## src/rtl/fifo_uart_pkg.sv

```systemverilog
// Shared definitions for the FIFO-fed UART transmitter: the FSM state
// encoding and the default frame geometry.
package fifo_uart_pkg;

   localparam int DEFAULT_DATA_WIDTH   = 8;
   localparam int DEFAULT_CLKS_PER_BIT = 868;

   typedef enum logic [2:0] {
      IDLE  = 3'd0,
      FETCH = 3'd1,
      START = 3'd2,
      DATA  = 3'd3,
      STOP  = 3'd4
   } state_t;

endpackage

```

## src/rtl/uart_baud_gen.sv

```systemverilog
// Baud counter: counts clk cycles within one serial bit and flags the
// last cycle of each bit so the FSM can advance on bit boundaries.
module uart_baud_gen
   import fifo_uart_pkg::*;
#(
   parameter int CLKS_PER_BIT = DEFAULT_CLKS_PER_BIT
) (
   input  logic clk,
   input  logic rst,
   input  logic clear,
   input  logic enable,
   output logic bit_tick
);

   localparam int CNT_W = $clog2(CLKS_PER_BIT);
   localparam logic [CNT_W-1:0] LAST_COUNT = CNT_W'(CLKS_PER_BIT - 1);

   logic [CNT_W-1:0] count;

   assign bit_tick = enable && (count == LAST_COUNT);

   // Count 0..CLKS_PER_BIT-1 while enabled, wrapping to 0 at each bit boundary.
   always_ff @(posedge clk) begin
      if (rst || clear) begin
         count <= '0;
      end else if (enable) begin
         if (bit_tick) begin
            count <= '0;
         end else begin
            count <= count + 1'b1;
         end
      end
   end

endmodule

```

## src/rtl/fifo_uart_tx.sv

```systemverilog
// UART transmitter that drains an upstream synchronous FIFO: pops one byte,
// sends start / LSB-first data / stop, and chains frames back to back when
// more data is waiting at the end of the stop bit.
module fifo_uart_tx
   import fifo_uart_pkg::*;
#(
   parameter int DATA_WIDTH   = DEFAULT_DATA_WIDTH,
   parameter int CLKS_PER_BIT = DEFAULT_CLKS_PER_BIT
) (
   input  logic                  clk,
   input  logic                  rst,
   input  logic                  fifo_empty,
   input  logic [DATA_WIDTH-1:0] fifo_rd_data,
   output logic                  fifo_r_en,
   output logic                  tx,
   output logic                  busy,
   output logic                  tx_done
);

   localparam int BIT_W = $clog2(DATA_WIDTH) + 1;
   localparam logic [BIT_W-1:0] LAST_BIT = BIT_W'(DATA_WIDTH - 1);

   state_t                state;
   state_t                state_next;
   logic [DATA_WIDTH-1:0] shift_reg;
   logic [DATA_WIDTH-1:0] shift_next;
   logic [BIT_W-1:0]      bit_cnt;
   logic [BIT_W-1:0]      bit_cnt_next;
   logic                  tx_next;
   logic                  baud_clear;
   logic                  baud_en;
   logic                  bit_tick;

   uart_baud_gen #(
      .CLKS_PER_BIT(CLKS_PER_BIT)
   ) u_baud_gen (
      .clk      (clk),
      .rst      (rst),
      .clear    (baud_clear),
      .enable   (baud_en),
      .bit_tick (bit_tick)
   );

   assign busy = (state != IDLE);

   // State, shift register, bit counter and the registered serial line;
   // tx is loaded with the level of the state being entered so it is glitch-free.
   always_ff @(posedge clk) begin
      if (rst) begin
         state     <= IDLE;
         shift_reg <= '0;
         bit_cnt   <= '0;
         tx        <= 1'b1;
      end else begin
         state     <= state_next;
         shift_reg <= shift_next;
         bit_cnt   <= bit_cnt_next;
         tx        <= tx_next;
      end
   end

   // Next-state logic, FIFO pop request and the level tx will take next cycle.
   always_comb begin
      state_next   = state;
      shift_next   = shift_reg;
      bit_cnt_next = bit_cnt;
      tx_next      = 1'b1;
      fifo_r_en    = 1'b0;
      tx_done      = 1'b0;
      baud_clear   = 1'b0;
      baud_en      = 1'b0;

      case (state)
         IDLE: begin
            fifo_r_en = !fifo_empty;
            if (!fifo_empty) begin
               state_next = FETCH;
            end
         end

         FETCH: begin
            shift_next   = fifo_rd_data;
            bit_cnt_next = '0;
            baud_clear   = 1'b1;
            state_next   = START;
            tx_next      = 1'b0;
         end

         START: begin
            baud_en = 1'b1;
            tx_next = 1'b0;
            if (bit_tick) begin
               state_next = DATA;
               tx_next    = shift_reg[0];
            end
         end

         DATA: begin
            baud_en = 1'b1;
            tx_next = shift_reg[0];
            if (bit_tick) begin
               if (bit_cnt == LAST_BIT) begin
                  state_next   = STOP;
                  bit_cnt_next = '0;
                  tx_next      = 1'b1;
               end else begin
                  bit_cnt_next = bit_cnt + 1'b1;
                  shift_next   = shift_reg >> 1;
                  tx_next      = shift_next[0];
               end
            end
         end

         STOP: begin
            baud_en = 1'b1;
            tx_next = 1'b1;
            if (bit_tick) begin
               tx_done = 1'b1;
               if (!fifo_empty) begin
                  fifo_r_en  = 1'b1;
                  state_next = FETCH;
               end else begin
                  state_next = IDLE;
               end
            end
         end

         default: begin
            state_next = IDLE;
         end
      endcase

      if (rst) begin
         fifo_r_en = 1'b0;
         tx_done   = 1'b0;
      end
   end

endmodule

```

## config.mk

```make
export PLATFORM = sky130hd
export DESIGN_NAME = fifo_uart_tx
export DESIGN_NICKNAME = d
export VERILOG_FILES = /design/src/rtl/fifo_uart_pkg.sv /design/src/rtl/uart_baud_gen.sv /design/src/rtl/fifo_uart_tx.sv
export SDC_FILE = /design/constraint.sdc
export NUM_CORES = 1
export LEC_CHECK = 0
export ABC_AREA = 1
export BUFFER_PORTS_ARGS = -buffer_cell sky130_fd_sc_hd__buf_4
export CORE_UTILIZATION = 26
export DETAILED_ROUTE_END_ITERATION = 10
export GPL_TIMING_DRIVEN = 0
export RECOVER_POWER = 100
export SLEW_MARGIN = 20
export SYNTH_ARGS = -nofsm -noshare
export SYNTH_HDL_FRONTEND = slang
export SYNTH_HIERARCHICAL = 1
export SYNTH_SLANG_ARGS = --single-unit
```

## constraint.sdc

```tcl
create_clock -name clk -period 2.5 [get_ports clk]
set_input_delay 0.375 -clock clk [delete_from_list [all_inputs] [get_ports clk]]
set_output_delay 0.375 -clock clk [all_outputs]
set_load 0.03 [all_outputs]
```

==> Word level (Yosys, flattened, before mapping) <==
Cells that the tools add are included.
Widths: inputs -> output; s select.
{ "op_classes": {"add_sub_neg": 2, "eq_ne": 12, "n_mux": 27, "n_reduce_logical": 10} }
{ "ops": {"columns": ["operator", "n"], "rows": [
  ["$mux 8", 2],
  ["$pmux 8 s2", 1],
  ["$mux 3", 5],
  ["$pmux 3 s5", 1],
  ["$mux 1", 12],
  ["$ne 2x2->1 const B", 6],
  ["$add 10x1->10 const B", 1],
  ["$eq 10x10->1 const B", 1],
  ["$mux 10", 1],
  ["$mux 4", 2],
  ["$pmux 4 s2", 1],
  ["$eq 3x2->1 const B", 2],
  ["$reduce_and 5->1", 1],
  ["$add 4x1->4 const B", 1],
  ["$eq 4x3->1 const B", 1],
  ["$eq 3x1->1 const B", 1],
  ["$eq 3x3->1 const B", 1],
  ["$logic_not 3->1", 1],
  ["$pmux 1 s3", 1],
  ["$reduce_and 3->1", 1],
  ["$reduce_bool 3->1", 1],
  ["$reduce_or 3->1", 1],
  ["$pmux 1 s2", 1],
  ["$reduce_and 2->1", 1],
  ["other kinds (4)", 4]
]} }
{ "word_totals": {"reg_bits": 26, "inputBits": 11, "output_inout_bits": 4, "wordCells": 56} }

==> Longest topological paths before layout <==
{ "depth": {"word_depth": 7, "mapped_depth": 15, "depth_no_buf": 15} }

==> Hierarchy <==
Netlist, hierarchy kept.
{ "modules_own_cells": {"columns": ["module", "instances", "cells_each", "area_each_um2", "seq_area_each_um2"], "rows": [
  ["fifo_uart_tx", 1, 143, 912.1, 320.3],
  ["uart_baud_gen", 1, 77, 543.0, 200.2]
]} }

==> Worst setup path after synthesis <==
OpenSTA, ideal clock, no wires.
{ "synth_timing": {"kind": "register to output", "startpoint": "reg state[1]", "endpoint": "out fifo_r_en", "arrival_ps": 2925, "required_ps": 2125, "setup_slack_ps": -800, "path_stages_with_launch": 12, "n_path_buf": 0, "path_cell_list": "dfxtp_1 > nor2_1 > inv_1 > nor2_1 > inv_1 > nand2_1 > inv_2 > nor2_2 > nand3_2 > nor2_2 > inv_1 > a2111oi_0"} }
{ "synth_via": {"elab_chain_cells": 7, "word_cells_on_any_way": 10, "cone_classes": "3 x eq/ne; 4 x mux; 3 x reduce/logical"} }
{ "synth_lines": {"columns": ["element", "line_no", "source"], "rows": [
  ["start: declaration", "fifo_uart_tx.sv:23", "state_t state;"],
  ["start signal: assignment", "fifo_uart_tx.sv:55", "state <= state_next;"],
  ["$eq 3x3->1 / $eq 3x2->1 (equally long branches)", "fifo_uart_tx.sv:73", "case (state)"],
  ["$reduce_or 3->1 (no line) (*)", null, null],
  ["$mux 1 (*)", "fifo_uart_tx.sv:73", null],
  ["via baud_en", "fifo_uart_tx.sv:31", "logic baud_en;"],
  ["$logic_and 1x1->1 (*)", "uart_baud_gen.sv:20", "assign bit_tick = enable && (count == LAST_COUNT);"],
  ["via bit_tick", "fifo_uart_tx.sv:32", "logic bit_tick;"],
  ["$mux 1 (*)", "fifo_uart_tx.sv:117", "if (bit_tick) begin"],
  ["$pmux 1 s2 (*)", "fifo_uart_tx.sv:73", null],
  ["$mux 1 (*)", "fifo_uart_tx.sv:133", "if (rst) begin"],
  ["end: declaration", "fifo_uart_tx.sv:14", "output logic fifo_r_en,"]
]} }
Mark *: on every way through the listed nets, which the timed path passes. The rest lies on a longest branch.

==> Worst setup path in the final report <==
{ "layout_timing": {"startpoint": "reg state[0]", "endpoint": "out fifo_r_en"} }
The elaborated chain is that of the path after synthesis.

==> flow_summary_export.csv <==
group,metric,value,unit
clock_network,worst_skew_pair.late_latency,0.28,ns
worst_setup_path,cpPeakStageDelay,0.37,ns
clock_network,htreeDepth,1,
finish,design_area,0.00183,sq mm
logic_synthesis,ys_warn_count,6,
power,power.density,932,mW/mm^2
floorplan,die_x,76.8,um
worst_setup_path,setup.worst_path.end_class,"output port",
grt,overflow,0,
logic_synthesis,avgSynthCellArea,6.61,sq um
timing,hold_violations,0,
floorplan,num_rows,26,
clock_network,clk_pin_slew,0.10,ns
worst_setup_path,crit_buf_inv,5,
hold_path,worstHoldPathType,"in2reg",
detailed_routing,drtPass1Iterations,4,
detailed_routing,ant_nets,0,
floorplan,die_h,76.8,um
clock_network,cts_buffer_depth,2,
logic_synthesis,syn_inst,220,
finish,diodes,0,
clock_network,cts.sinks,26,
worst_setup_path,crit_chain,"nor2_4 > inv_2 > nor2_4 > inv_2 > nand2_4 > inv_4 > nor2_4 > nand3_2 > nor2_4 > inv_4 > a2111oi_4 > buf_4",
detailed_routing,wl_per_cell,10.1,um
worst_setup_path,cp-start-kind,"flop",
placement,hpwl,2310,um
finish,final_cell_mix,"nand2_1 (60), nor2_1 (24), inv_1 (23), dfxtp_1 (23), buf_4 (21)",
logic_synthesis,ys_types,26,
detailed_routing,finalWirelength,3170,um
flow_run,maxCapViolations,0,
detailed_routing,drcViolationCount,0,
power,fin_total_pwr,1700,uW
worst_setup_path,path_class,"reg2out",
grt,grt_usage,11.6,%
worst_setup_path,cp_max_fo,5,
worst_setup_path,cp_common_cell,"nor2_4",
detailed_routing,vias_per_cell,4.46,
timing,finClkSkew,0.00969,ns
timing,period_needed,2.40,ns
finish,layout_commonest_cell,"nand2_1",
power,leakagePower,0.000787,uW
logic_synthesis,yosys.area.top_type,"dfxtp_1",
clock_network,cts_made_buffers,3,
logic_synthesis,syn-cell-area,0.00146,sq mm
timing,slew_violations,0,
finish,fin_nets,259,
timing,tightestPinTransition,0.615,ns
timing,finalCritPeriodShare,95.9,%
grt,grt_start_max_net_pins,15,
logic_synthesis,ys_ff_latch,26,
grt,grt_antenna_before_repair,0,
logic_synthesis,synthTopCellsByArea,"dfxtp_1 (36%), nand2_1 (16%), inv_1 (7.0%)",
timing,maxSlewHeadroom,58.6,%
worst_setup_path,path_delay_family,"simple AND/OR/NAND/NOR gates",
placement,place_area,0.00165,sq mm
finish,largest_reg_flops,10,
placement,gp_congestion,0.813,
grt,grt_pass1_wl,5630,um
floorplan,ios,15,
timing,timing.hold.ws,0.304,ns
floorplan,core_area,0.00524,sq mm
logic_synthesis,ys_seq_area_share,35.8,%
placement,io_buffers,14,
clock_network,cts_tree,"done",
timing,setup_viol,0,
clock_network,cts-root-buf,"clkbuf_8",
finish,syn_to_final_growth,25.5,%
timing,fmax,417,MHz
worst_setup_path,cp_data_arrival_time,2.02,ns
clock_network,cts_hold_buf,0,
finish,drive_gt1_share,23.3,%
detailed_routing,vias,1404,
logic_synthesis,synth_top_area_share,35.8,%
grt,grt_pass1_vias,1319,
floorplan,die_area,0.00590,sq mm
worst_setup_path,slowest_stage,"dfxtp_4",
floorplan,start_util,27.8,%
outcome,outcome,"finished clean",
logic_synthesis,mappedNetlistNets,233,
power,peakVddDrop,0.398,mV
finish,post-route-util,34.9,%
worst_setup_path,crit_required,2.12,ns
detailed_routing,drt_iter0_drc,61,
## stage by stage
stage | std cells | setup WS (ns) | setup TNS [ns]
floorplan | 220 | -0.00446 | -0.00446
finish | 315 | 0.103 | 0
detailed placement | 304 | -0.0521 | -0.0985
global placement | 304 | -0.0612 | -0.0881
CTS | 309 | -0.0120 | -0.0182
global route | 315 | -0.0251 | -0.0251
## Yosys cell counts
cell type / n
nand2_1: 62
o21ai_1: 9
nand2_2: 4
or2_2: 1
inv_4: 1
nor2_4: 3
buf_6: 1
nor2_2: 3
a2111oi_0: 1
nand4_1: 7
buf_4: 1
o21ai_2: 1
inv_1: 27
o21ai_0: 5
nand3_2: 2
ha_1: 2
nand3_1: 11
inv_2: 1
nor2_1: 26
o21bai_1: 1
nor3_1: 5
nand3b_1: 1
nand2_4: 3
nor3b_1: 2
a21oi_1: 14
dfxtp_1: 26
## path summary, 6_finish.rpt
path / from / to / slack, ns / cells past startpoint
max: state[0]$_SDFFE_PP0P_ / fifo_r_en / 0.10 / 12
min: rst / state[2]$_SDFFE_PP0P_ / 0.30 / 2
max reg2reg: state[0]$_SDFFE_PP0P_ / u_baud_gen/count[1]$_SDFFE_PP0P_ / 0.53 / 11
min reg2reg: shift_reg[7]$_SDFFE_PP0P_ / shift_reg[7]$_SDFFE_PP0P_ / 0.48 / 2
## cell families after synthesis
group / share of synthesized area, %
fa+ha+maj: 1.72
flops: 35.8
simple gates: 42.2
compound gates: 11.4
buf+inv: 8.94
## layout make-up
type / count / area [sq um]
multi-input combinational: 163 / 860
timing repair buffer: 21 / 154
sequential: 26 / 532
fill: 562 / 3410
tap: 70 / 87.6
clock buffer: 4 / 55.1
buffer: 2 / 18.8
inverter: 29 / 120
## worst reg2reg max path, delay by kind of cell, from the launching register on
family	cells	cell delay (ns)
compound gates	2	0.64
buf+inv	4	0.33
flops	1	0.37
simple gates	5	0.49
## power breakdown
part	internal [uW]	switching [uW]
Sequential	528	79.1
Clock	141	137
Combinational	307	510
## per-layer routing
metal	vias to the layer above	GRT usage, %	routed length (um)
met5	-	0	0
met4	0	2.31	17
met3	2	3.10	120
met2	18	19.9	1520
met1	628	14.3	1520
li1	756	-	-
## what timing repair did
action	CTS	global route
endpoints found under the setup margin	2	2
buffers inserted	1	6
gates resized for setup	11	12
pin swaps	1	4
No activity file was read; power rests on OpenSTA's default activity.
